## src/rtl/cpu_pkg.sv

```systemverilog
// Shared CPU definitions: default field widths, ALUOp encodings and the
// ID/EX control bundle layout used by the ID/EX pipeline stage.
package cpu_pkg;

  localparam int unsigned DATA_W     = 32;
  localparam int unsigned REG_ADDR_W = 5;
  localparam int unsigned ALUOP_W    = 2;
  localparam int unsigned CNT_W      = 16;

  // ALUOp encodings decoded by the EX-stage ALU control
  typedef enum logic [ALUOP_W-1:0] {
    ALUOP_ADD   = 2'b00,
    ALUOP_SUB   = 2'b01,
    ALUOP_RTYPE = 2'b10,
    ALUOP_IMM   = 2'b11
  } aluop_e;

  // Control bundle carried from ID into EX
  typedef struct packed {
    logic               regwrite;
    logic               memread;
    logic               memwrite;
    logic               memtoreg;
    logic               alusrc;
    logic [ALUOP_W-1:0] aluop;
  } idex_ctrl_t;

  localparam int unsigned CTRL_W = $bits(idex_ctrl_t);

endpackage

```

## src/rtl/load_use_detector.sv

```systemverilog
// Combinational load-use hazard detector.
// Ports:
//   ex_valid, ex_memread, ex_rd        : instruction currently in EX
//   id_valid, id_rs1, id_rs2,
//   id_uses_rs1, id_uses_rs2           : instruction currently in ID
//   hazard_c                           : ID reads the register a load in EX will write
module load_use_detector #(
  parameter int unsigned ADDR_W = cpu_pkg::REG_ADDR_W
) (
  input  logic              ex_valid,
  input  logic              ex_memread,
  input  logic [ADDR_W-1:0] ex_rd,
  input  logic              id_valid,
  input  logic [ADDR_W-1:0] id_rs1,
  input  logic [ADDR_W-1:0] id_rs2,
  input  logic              id_uses_rs1,
  input  logic              id_uses_rs2,
  output logic              hazard_c
);

  logic ex_is_load;
  logic rs1_match;
  logic rs2_match;

  // A load targeting x0 never produces a value worth waiting for
  assign ex_is_load = ex_valid & ex_memread & (ex_rd != '0);
  assign rs1_match  = id_uses_rs1 & (id_rs1 == ex_rd);
  assign rs2_match  = id_uses_rs2 & (id_rs2 == ex_rd);
  assign hazard_c   = ex_is_load & id_valid & (rs1_match | rs2_match);

endmodule

```

## src/rtl/id_ex_hazard_stage.sv

```systemverilog
// ID/EX pipeline register with load-use stall and EX flush handling.
// Ports:
//   clk_i, rst_i (async, active-low)
//   id_*_i        : decoded instruction, operands, imm and pc from ID
//   ex_flush_i    : taken branch/jump in EX, squash the ID instruction
//   pc_write_o    : combinational, 0 holds the PC this cycle
//   ifid_write_o  : combinational, 0 holds IF/ID this cycle
//   ex_*_o        : registered ID/EX fields (all zero for a bubble)
//   stall_cnt_o   : saturating count of load-use stall cycles
module id_ex_hazard_stage #(
  parameter int unsigned DATA_W     = cpu_pkg::DATA_W,
  parameter int unsigned REG_ADDR_W = cpu_pkg::REG_ADDR_W,
  parameter int unsigned ALUOP_W    = cpu_pkg::ALUOP_W,
  parameter int unsigned CNT_W      = cpu_pkg::CNT_W
) (
  input  logic                  clk_i,
  input  logic                  rst_i,
  input  logic                  id_valid_i,
  input  logic [REG_ADDR_W-1:0] id_rs1_i,
  input  logic [REG_ADDR_W-1:0] id_rs2_i,
  input  logic [REG_ADDR_W-1:0] id_rd_i,
  input  logic                  id_uses_rs1_i,
  input  logic                  id_uses_rs2_i,
  input  logic                  id_regwrite_i,
  input  logic                  id_memread_i,
  input  logic                  id_memwrite_i,
  input  logic                  id_memtoreg_i,
  input  logic                  id_alusrc_i,
  input  logic [ALUOP_W-1:0]    id_aluop_i,
  input  logic [DATA_W-1:0]     id_rs1_data_i,
  input  logic [DATA_W-1:0]     id_rs2_data_i,
  input  logic [DATA_W-1:0]     id_imm_i,
  input  logic [DATA_W-1:0]     id_pc_i,
  input  logic                  ex_flush_i,
  output logic                  pc_write_o,
  output logic                  ifid_write_o,
  output logic                  ex_valid_o,
  output logic [REG_ADDR_W-1:0] ex_rs1_o,
  output logic [REG_ADDR_W-1:0] ex_rs2_o,
  output logic [REG_ADDR_W-1:0] ex_rd_o,
  output logic                  ex_regwrite_o,
  output logic                  ex_memread_o,
  output logic                  ex_memwrite_o,
  output logic                  ex_memtoreg_o,
  output logic                  ex_alusrc_o,
  output logic [ALUOP_W-1:0]    ex_aluop_o,
  output logic [DATA_W-1:0]     ex_rs1_data_o,
  output logic [DATA_W-1:0]     ex_rs2_data_o,
  output logic [DATA_W-1:0]     ex_imm_o,
  output logic [DATA_W-1:0]     ex_pc_o,
  output logic [CNT_W-1:0]      stall_cnt_o
);

  logic hazard;
  logic stall;
  logic bubble;

  load_use_detector #(
    .ADDR_W (REG_ADDR_W)
  ) u_detector (
    .ex_valid    (ex_valid_o),
    .ex_memread  (ex_memread_o),
    .ex_rd       (ex_rd_o),
    .id_valid    (id_valid_i),
    .id_rs1      (id_rs1_i),
    .id_rs2      (id_rs2_i),
    .id_uses_rs1 (id_uses_rs1_i),
    .id_uses_rs2 (id_uses_rs2_i),
    .hazard_c    (hazard)
  );

  // Flush wins over hazard: the ID instruction is discarded, so no freeze
  assign stall        = hazard & ~ex_flush_i;
  assign pc_write_o   = ~stall;
  assign ifid_write_o = ~stall;
  assign bubble       = hazard | ex_flush_i | ~id_valid_i;

  // ID/EX register; a bubble clears every field so forwarding sees nothing
  always_ff @(posedge clk_i or negedge rst_i) begin
    if (!rst_i) begin
      ex_valid_o    <= 1'b0;
      ex_rs1_o      <= '0;
      ex_rs2_o      <= '0;
      ex_rd_o       <= '0;
      ex_regwrite_o <= 1'b0;
      ex_memread_o  <= 1'b0;
      ex_memwrite_o <= 1'b0;
      ex_memtoreg_o <= 1'b0;
      ex_alusrc_o   <= 1'b0;
      ex_aluop_o    <= '0;
      ex_rs1_data_o <= '0;
      ex_rs2_data_o <= '0;
      ex_imm_o      <= '0;
      ex_pc_o       <= '0;
    end else if (bubble) begin
      ex_valid_o    <= 1'b0;
      ex_rs1_o      <= '0;
      ex_rs2_o      <= '0;
      ex_rd_o       <= '0;
      ex_regwrite_o <= 1'b0;
      ex_memread_o  <= 1'b0;
      ex_memwrite_o <= 1'b0;
      ex_memtoreg_o <= 1'b0;
      ex_alusrc_o   <= 1'b0;
      ex_aluop_o    <= '0;
      ex_rs1_data_o <= '0;
      ex_rs2_data_o <= '0;
      ex_imm_o      <= '0;
      ex_pc_o       <= '0;
    end else begin
      ex_valid_o    <= id_valid_i;
      ex_rs1_o      <= id_rs1_i;
      ex_rs2_o      <= id_rs2_i;
      ex_rd_o       <= id_rd_i;
      ex_regwrite_o <= id_regwrite_i;
      ex_memread_o  <= id_memread_i;
      ex_memwrite_o <= id_memwrite_i;
      ex_memtoreg_o <= id_memtoreg_i;
      ex_alusrc_o   <= id_alusrc_i;
      ex_aluop_o    <= id_aluop_i;
      ex_rs1_data_o <= id_rs1_data_i;
      ex_rs2_data_o <= id_rs2_data_i;
      ex_imm_o      <= id_imm_i;
      ex_pc_o       <= id_pc_i;
    end
  end

  // Saturating stall counter
  always_ff @(posedge clk_i or negedge rst_i) begin
    if (!rst_i) begin
      stall_cnt_o <= '0;
    end else if (stall && (stall_cnt_o != {CNT_W{1'b1}})) begin
      stall_cnt_o <= stall_cnt_o + CNT_W'(1);
    end
  end

endmodule

```

## config.mk

```make
export PLATFORM = sky130hd
export DESIGN_NAME = id_ex_hazard_stage
export DESIGN_NICKNAME = d
export VERILOG_FILES = /design/src/rtl/cpu_pkg.sv /design/src/rtl/load_use_detector.sv /design/src/rtl/id_ex_hazard_stage.sv
export SDC_FILE = /design/constraint.sdc
export NUM_CORES = 1
export LEC_CHECK = 0
export ABC_AREA = 1
export ABC_CLOCK_PERIOD_IN_PS = 1800
export CORE_ASPECT_RATIO = 0.6
export CORE_MARGIN = 3
export CORE_UTILIZATION = 37
export CTS_BUF_LIST = sky130_fd_sc_hd__clkbuf_4 sky130_fd_sc_hd__clkbuf_8
export DETAILED_ROUTE_END_ITERATION = 7
export PLACE_DENSITY = 0.81
export SYNTH_ARGS = -nofsm -noshare
export SYNTH_HDL_FRONTEND = slang
export SYNTH_HIERARCHICAL = 1
export SYNTH_SLANG_ARGS = --single-unit
```

## constraint.sdc

```tcl
create_clock -name clk_i -period 1.8 [get_ports clk_i]
set_input_delay 0.27 -clock clk_i [delete_from_list [all_inputs] [get_ports clk_i]]
set_output_delay 0.27 -clock clk_i [all_outputs]
set_load 0.02 [all_outputs]
```

======== After elaboration in Yosys (flattened, before gate mapping) ========
Index checks and enable logic that the tools add are counted.
cells by class
  add/subtract/negate cells ............... 1
  reduce and logical (&&, ||, !) cells .... 2
  muxes and demuxes ....................... 14
  bitwise gates (word level) .............. 13
  eq/ne operators ......................... 3
operators by type and width
  cell                                                              number
  32-bit 2-to-1 mux                                                 4
  16-bit by 1-bit adder with 16-bit output (second input constant)  1
  16-bit inequality test (second input constant)                    1
  5-bit 2-to-1 mux                                                  3
  5-bit equality test                                               2
  1-bit bitwise AND                                                 7
  1-bit 2-to-1 mux                                                  6
  5-bit nonzero test                                                1
  1-bit NOT                                                         3
  1-bit OR                                                          3
  2-bit 2-to-1 mux                                                  1
  1-bit logical AND                                                 1
storage, ports and cells
  output and inout bits ................... 169
  bits of input ports ..................... 156
  flip-flop bits (word level) ............. 167

======== Depth between registers and ports, before layout ========
Gate-level depths: netlist (run 1).
  depth in word-level cells ............... 7
  gate-level depth with buffers ........... 13
  mapped depth without buffers ............ 13

======== Cells and area by module ========
Netlist (run 1), hierarchy kept.
by module, submodules not included
  module              cells an instance  times used  area each (um2)
  id_ex_hazard_stage  627                1           6050.8
  load_use_detector   52                 1           215.2

======== Worst setup path before layout (run 1) ========
Ideal clock, no wire load.
  path type ............................... reg-to-reg
  start ................................... register ex_rd_o[2]
  end ..................................... register stall_cnt_o[15]
  arrival ................................. 1.773 ns
  slack ................................... -0.090 ns
  buffers on the path ..................... 0
  cell stages (with the launch flop) ...... 14
  period minus slack after synthesis ...... 1.890 ns
  path through ............................ dfrtp_1 inv_1 nand2_1 nand2_1 nor2_1 nand3_1 a21oi_2 nand2_1 nor2_1 nand2_1 nor2_2 nand3_1 nand2_1 nand2_1
between the ends
  longest elaborated chain between the ends .. 6
ends and longest elaborated chain
  item                                                  line                                                                       text
  from (decl)                                           id_ex_hazard_stage.sv:40                                                   output logic [REG_ADDR_W-1:0] ex_rd_o,
  from (signal assigned)                                id_ex_hazard_stage.sv:114                                                  ex_rd_o <= id_rd_i;
  5-bit equality test (tied with other cells)           load_use_detector.sv:27                                                    assign rs1_match = id_uses_rs1 & (id_rs1 == ex_rd);
  1-bit bitwise AND (on tied branches)                  load_use_detector.sv:27, load_use_detector.sv:26, load_use_detector.sv:28
  1-bit OR / 1-bit bitwise AND (equally long branches)  load_use_detector.sv:29                                                    assign hazard_c = ex_is_load & id_valid & (rs1_match | rs2_match);
  1-bit bitwise AND (*)                                 load_use_detector.sv:29
  named net hazard                                      id_ex_hazard_stage.sv:54                                                   logic hazard;
  1-bit bitwise AND (*)                                 id_ex_hazard_stage.sv:73                                                   assign stall = hazard & ~ex_flush_i;
  1-bit logical AND (*)                                 id_ex_hazard_stage.sv:132                                                  end else if (stall && (stall_cnt_o != {CNT_W{1'b1}})) begin
  to (signal assigned)                                  id_ex_hazard_stage.sv:133                                                  stall_cnt_o <= stall_cnt_o + CNT_W'(1);
  to (decl)                                             id_ex_hazard_stage.sv:51                                                   output logic [CNT_W-1:0] stall_cnt_o
The timed path passes the listed nets; every way through them passes the cells marked *.
A chain may end at the register's enable or synchronous reset.

======== Worst setup path after layout (run 1) ========
  start ................................... register ex_rd_o[1]
  end ..................................... output ifid_write_o
between the ends
  longest elaborated chain between the ends .. 6
ends and longest elaborated chain
  item                                                  line                                                                       text
  5-bit equality test (tied with other cells)           load_use_detector.sv:27
  1-bit bitwise AND (on tied branches)                  load_use_detector.sv:27, load_use_detector.sv:26, load_use_detector.sv:28
  1-bit OR / 1-bit bitwise AND (equally long branches)  load_use_detector.sv:29
  1-bit bitwise AND (*)                                 load_use_detector.sv:29
  named net hazard                                      id_ex_hazard_stage.sv:54
  1-bit bitwise AND (*)                                 id_ex_hazard_stage.sv:73
  1-bit NOT (*)                                         id_ex_hazard_stage.sv:75                                                   assign ifid_write_o = ~stall;
  to (decl)                                             id_ex_hazard_stage.sv:36                                                   output logic ifid_write_o,
Marked as above.

==> results.toml, run 1 <==
[floorplan]
floorplan.die.width_um = 174
io_pins = 325
core_um2 = 16400
dieArea_um2 = 18600
rows = 36
initial_utilization_pct = 38.2
die_y_um = 107

[final_layout]
layout.nets = 1211
drive_above_1_share_pct = 20.2
area_delta_synth_final_pct = 81.1
finish.instance_area_um2 = 11300
n_antenna_cell = 0

[power]
cellLeakagePower_nw = 5.79
vdd.ir_drop.worst_v = 0.000555
report.power.total_w = 0.00812
pwr_density_cell_nw_per_um2 = 716

[run]
drv_cap = 0

[clock_network]
tritoncts = "done"
ctsHtreeMaxLevel = 4
numCtsBuffers = 17
max-clock-path-buffers = 2
cts_sinks = 167
worst_skew_pair.late_latency_ns = 0.43
clock_tree.root_cell = "clkbuf_8"
cts.clk_slew.worst_paths_ns = 0.10

[outcome]
status = "finished with violations"
failed_checks = "setup timing"

[sta]
timing.final.hold_violations = 0
slew_violations = 0
report.final.setup_viol = 20
finalWorstSetupSlack_ns = -0.152
clock.fmax_ghz = 0.512
grt_setup_unrepaired = "yes"
fin_skew_ns = 0.0190
setup-tns-final_ns = -0.692
final.period_utilization_pct = 108
min_period_ns = 1.95
max-slew-margin-rel_pct = 66.0
worst_slew_pin_slew_ns = 0.511

[global_routing]
grt.total_usage_pct = 19.6
grt_antenna_before_repair = 0
grt_overflow_total = 0
grt_first_pass_wirelength_mm = 28.3
via_count_of_the_first_global_routing_pass = 5351
grt_start_max_net_pins = 54

[routing]
remaining_drc_errors = 0
wl_per_cell_um = 16.4
drtAntennaViolNets = 0
num_vias = 5544
first_pass_iters = 4
post_drt_via_cell_ratio = 4.28
drt_iter0_drc = 212
drt-total-wl_mm = 21.2

[yosys]
post_synthesis_register_bit_count = 167
synth-seq-area-share_pct = 66.7
syn_inst = 679
avgSynthCellArea_um2 = 9.23
synth_cell_type_count = 23
synth_nets = 836
netlist_area_um2 = 6270
yosysWarningCount = 6

[critical_path]
path_max_fanout = 4
worst_ep_required_time_ns = 1.53
critPathArrivalTime_ns = 1.68
critical_path_start_end_classification = "register to primary output"
worst_setup_path_end_kind = "primary output"
startpoint_type_of_the_worst_setup_path = "register"

[placement]
detail_placement_hpwl_mm = 14.1
cell_area_after_placement_um2 = 9940
port-buffer-count = 324
finalWeightedCongestion = 0.855

[hold_path]
timing.hold.worst.class = "primary input to register"
==> area by class of cell <==
type	instances	area, um^2
timing repair buffer	374	4030
inverter	183	689
sequential	167	4180
tap	228	285
clock buffer	17	234
clock inverter	15	180
fill	1206	5050
multi-input combinational	311	1740
==> flip-flops by register name, summed over array words and instances, names as in the netlist <==
register,count
ex_imm_o,32
ex_pc_o,32
ex_rs1_data_o,32
ex_rs2_data_o,32
stall_cnt_o,16
ex_rd_o,5
ex_rs1_o,5
ex_rs2_o,5
ex_aluop_o,2
ex_alusrc_o,1
ex_memread_o,1
ex_memtoreg_o,1
ex_memwrite_o,1
ex_regwrite_o,1
ex_valid_o,1
==> per-stage QoR <==
step	setup slack (ns)	utilization (%)	std cells	hold slack, ns
after detailed placement	-0.511	60.6	1233	0.258
after global routing	-0.298	69.2	1295	0.310
after floorplan	0.00390	-	679	-0.0256
after CTS	-0.199	63.3	1269	0.305
final	-0.152	69.2	1295	0.338
after global placement	-0.464	60.6	1233	0.253
==> per-layer routing <==
metal  vias up  wire length [um]  global-route usage (%)
met5         -                 0                       0
met4         0               154                    3.38
met3        19              2250                    9.98
met2       227             10500                    33.6
met1      2645              8340                    22.4
li1       2653                 -                       -
==> critical path, stage by stage, from the launching register on <==
cell	delay, ns
dfrtp_1	0.42
inv_2	0.07
nand2_1	0.06
nand2_1	0.05
nor2_1	0.09
nand3_1	0.10
a21oi_2	0.18
nand2_2	0.13
buf_6	0.16
==> placed cells by master (no fill, tap or decap), drive strengths merged, types with 6 or more instances in the layout <==
master         instances
buf                   41
clkbuf                28
clkdlybuf4s50        300
dfrtp                167
dlygate4sd2           16
inv                  193
nand2                 92
nand3                 13
nand4                  6
nor2                 181
o21ai                  8
==> Yosys cell counts (all sizes together) <==
cell type,n,area (um^2)
inv,183,687
nor2,181,692
dfrtp,167,4180
nand2,92,373
nand3,13,65.1
buf,11,67.6
o21ai,8,47.6
clkbuf,7,26.3
nand4,6,37.5
nand3b,4,30.0
xnor2,4,35.0
a21oi,2,13.8
ha,1,12.5
==> power by group <==
group          leakage, nW  switching, W  internal [W]  total, W
registers             2.24     0.0000446       0.00388   0.00392
clock network        0.208       0.00151       0.00130   0.00281
logic                 3.34      0.000642      0.000746   0.00139
==> final timing paths <==
path	to	start	slack (ns)	depth (start not counted)
worst max-delay path	ifid_write_o	ex_rd_o[1]	-0.15	8
worst min-delay path	ex_imm_o[21]	id_imm_i[21]	0.34	3
worst max register to register	stall_cnt_o[15]	ex_rd_o[1]	-0.15	14
worst min register to register	stall_cnt_o[12]	stall_cnt_o[12]	0.56	1
max in group asynchronous	ex_rs2_data_o[29]	rst_i	0.79	3
min in group asynchronous	ex_pc_o[7]	rst_i	0.37	2
==> logic make-up after synthesis <==
kind of cell / Yosys count / share of synthesized area (%)
flops: 167 / 66.7
compound gates: 10 / 0.978
xor+xnor: 4 / 0.559
buf+inv: 201 / 12.5
simple gates: 296 / 19.1
fa+ha+maj: 1 / 0.200
==> timing repair <==
action / in CTS / in global routing
hold endpoints to repair: 40 / 0
cloned: 0 / 20
buffers inserted: 3 / 7
setup endpoints to repair: 23 / 173
gates resized for setup: 31 / 169
hold buffers: 1 / 0
pin swaps: 3 / 8
(Power assumes the default switching activity.)
==> run 2: changes to the inputs <==
- TNS_END_PERCENT: unset -> 30
==> results.toml, run 2 (synthesis gave the netlist of run 1 again) <==
[clock_network]
cts.clk_slew.worst_paths_ns = 0.11
numCtsBuffers = 17
clock_tree.root_cell = "clkbuf_8"
max-clock-path-buffers = 2
tritoncts = "done"
worst_skew_pair.late_latency_ns = 0.44
cts_sinks = 167
ctsHtreeMaxLevel = 4

[critical_path]
timing.critical_path.buf_inv = 2
startpoint_type_of_the_worst_setup_path = "register"
worst_setup_path_end_kind = "primary output"
critical_path_start_end_classification = "register to primary output"
crit_chain = "inv_2, nand2_1, a21oi_1, nand3_1, a21oi_2, nand2_2, buf_6"
critPathArrivalTime_ns = 1.70
max_stage_delay_ns = 0.43
cpLargestDelayFamily = "flip-flops"
path_max_fanout = 4
worst_path_max_delay_cell = "dfrtp_1"
worst_ep_required_time_ns = 1.53

[global_routing]
grt_antenna_before_repair = 0
grt.total_usage_pct = 19.6
grt_start_max_net_pins = 54
via_count_of_the_first_global_routing_pass = 5351
grt_overflow_total = 0
grt_first_pass_wirelength_mm = 28.3

[placement]
detail_placement_hpwl_mm = 14.1
dp_worst_setup_slack_ns = -0.511
finalWeightedCongestion = 0.855
port-buffer-count = 324

[routing]
remaining_drc_errors = 0
wl_per_cell_um = 15.5
drt_iter0_drc = 227
first_pass_iters = 4
post_drt_via_cell_ratio = 4.21
drtAntennaViolNets = 0
drt-total-wl_mm = 20.0
num_vias = 5405

[floorplan]
core_um2 = 16400
initial_utilization_pct = 38.2
dieArea_um2 = 18600
io_pins = 325
die_y_um = 107
rows = 36
floorplan.die.width_um = 174

[final_layout]
layout.nets = 1201
drive_above_1_share_pct = 13.2
n_fill_cell = 1282
most-common-layout-cells = "clkdlybuf4s50_1, inv_1, dfrtp_1"
area_delta_synth_final_pct = 73.2
layout_commonest_cell = "clkdlybuf4s50_1"
n_antenna_cell = 0

[sta]
finalWorstSetupSlack_ns = -0.171
fin_skew_ns = 0.0200
grt_setup_unrepaired = "yes"
worst_slew_pin_slew_ns = 0.505
clock.fmax_ghz = 0.507
setup-tns-final_ns = -0.845
min_period_ns = 1.97
final.period_utilization_pct = 109
timing.final.hold_violations = 0
slew_violations = 0
report.final.setup_viol = 26
hold_slack_ns = 0.332
max-slew-margin-rel_pct = 66.3

[outcome]
failed_checks = "setup timing"
status = "finished with violations"

[power]
pwr_density_cell_nw_per_um2 = 738
cellLeakagePower_nw = 5.67
vdd.ir_drop.worst_v = 0.000546

[hold_path]
timing.hold.worst.class = "primary input to register"

[run]
drv_cap = 0
run 2: cell count changes in the layout (fill, tap and decap cells not counted), moves of 4 or more:
cell | before | now
dlygate4sd2_1 | 16 | 12
buf_4 | 17 | 23
clkbuf_16 | 11 | 7
nor2_2 | 74 | 22
nor2_1 | 74 | 143
nor2_4 | 33 | 16
buf_12 | 15 | 10
run 2: timing repair:
item / CTS / global route
hold buffers: 1 / 0
hold endpoints to repair: 40 / 0
pin swaps: 3 / 8
resized for setup: 31 / 66
buffers inserted: 3 / 6
gates cloned: 0 / 11
endpoints found under the setup margin: 23 / 173
run 2: layout make-up:
| cell class | count | area, um^2 | share of cell area [%] |
|---|---|---|---|
| clock buffers | 17 | 234 | 2.16 |
| clock inverters | 15 | 180 | 1.66 |
| inverters | 183 | 687 | 6.33 |
| multi-input cells | 311 | 1490 | 13.7 |
| flip-flops and latches | 167 | 4180 | 38.5 |
| well taps | 228 | 285 | 2.63 |
| repair buffers | 364 | 3800 | 35.0 |
run 2: per-stage QoR:
step,power (W),cell area [um^2],utilization [%],instances
after detailed placement,0.00514,9940,60.6,1233
after global placement,0.00512,9940,60.6,1233
after CTS,0.00797,10400,63.3,1269
after global routing,0.00834,10900,66.2,1285
after floorplan,0.00435,6270,-,679
final,0.00801,10900,66.2,1285
run 2: worst reg2reg max path: stages (launching register included):
cell and delay [ns]:
dfrtp_1 0.43, inv_2 0.09, nand2_1 0.05, a21oi_1 0.14, nand3_1 0.10, a21oi_2 0.17, nand2_2 0.13, buf_4 0.20
nor2_4 0.12, nand2_2 0.08, nor2_4 0.15, nand3_1 0.08, nand2_1 0.07, nand2_1 0.05
run 2: power breakdown:
| part | total, W | internal, W | switching, W |
|---|---|---|---|
| registers | 0.00392 | 0.00388 | 0.0000439 |
| logic | 0.00126 | 0.000684 | 0.000574 |
| clock network | 0.00283 | 0.00130 | 0.00152 |
run 2: metal layers:
layer	track usage (%)	share of wire, %
met5	0	0
met4	3.38	0.57
met3	10.0	11
met2	33.6	49
met1	22.4	40
run 2: final timing paths:
| check | end | startpoint | slack [ns] | cells after the start |
|---|---|---|---|---|
| hold reg to reg | stall_cnt_o[12] | stall_cnt_o[12] | 0.56 | 1 |
| setup reg to reg | stall_cnt_o[15] | ex_rd_o[4] | -0.16 | 13 |
| max in group asynchronous | ex_rs2_data_o[21] | rst_i | 0.80 | 3 |
| hold / removal | ex_rs1_data_o[8] | id_rs1_data_i[8] | 0.33 | 3 |
| setup / recovery | ifid_write_o | ex_rd_o[4] | -0.17 | 7 |
| min in group asynchronous | ex_pc_o[30] | rst_i | 0.36 | 2 |
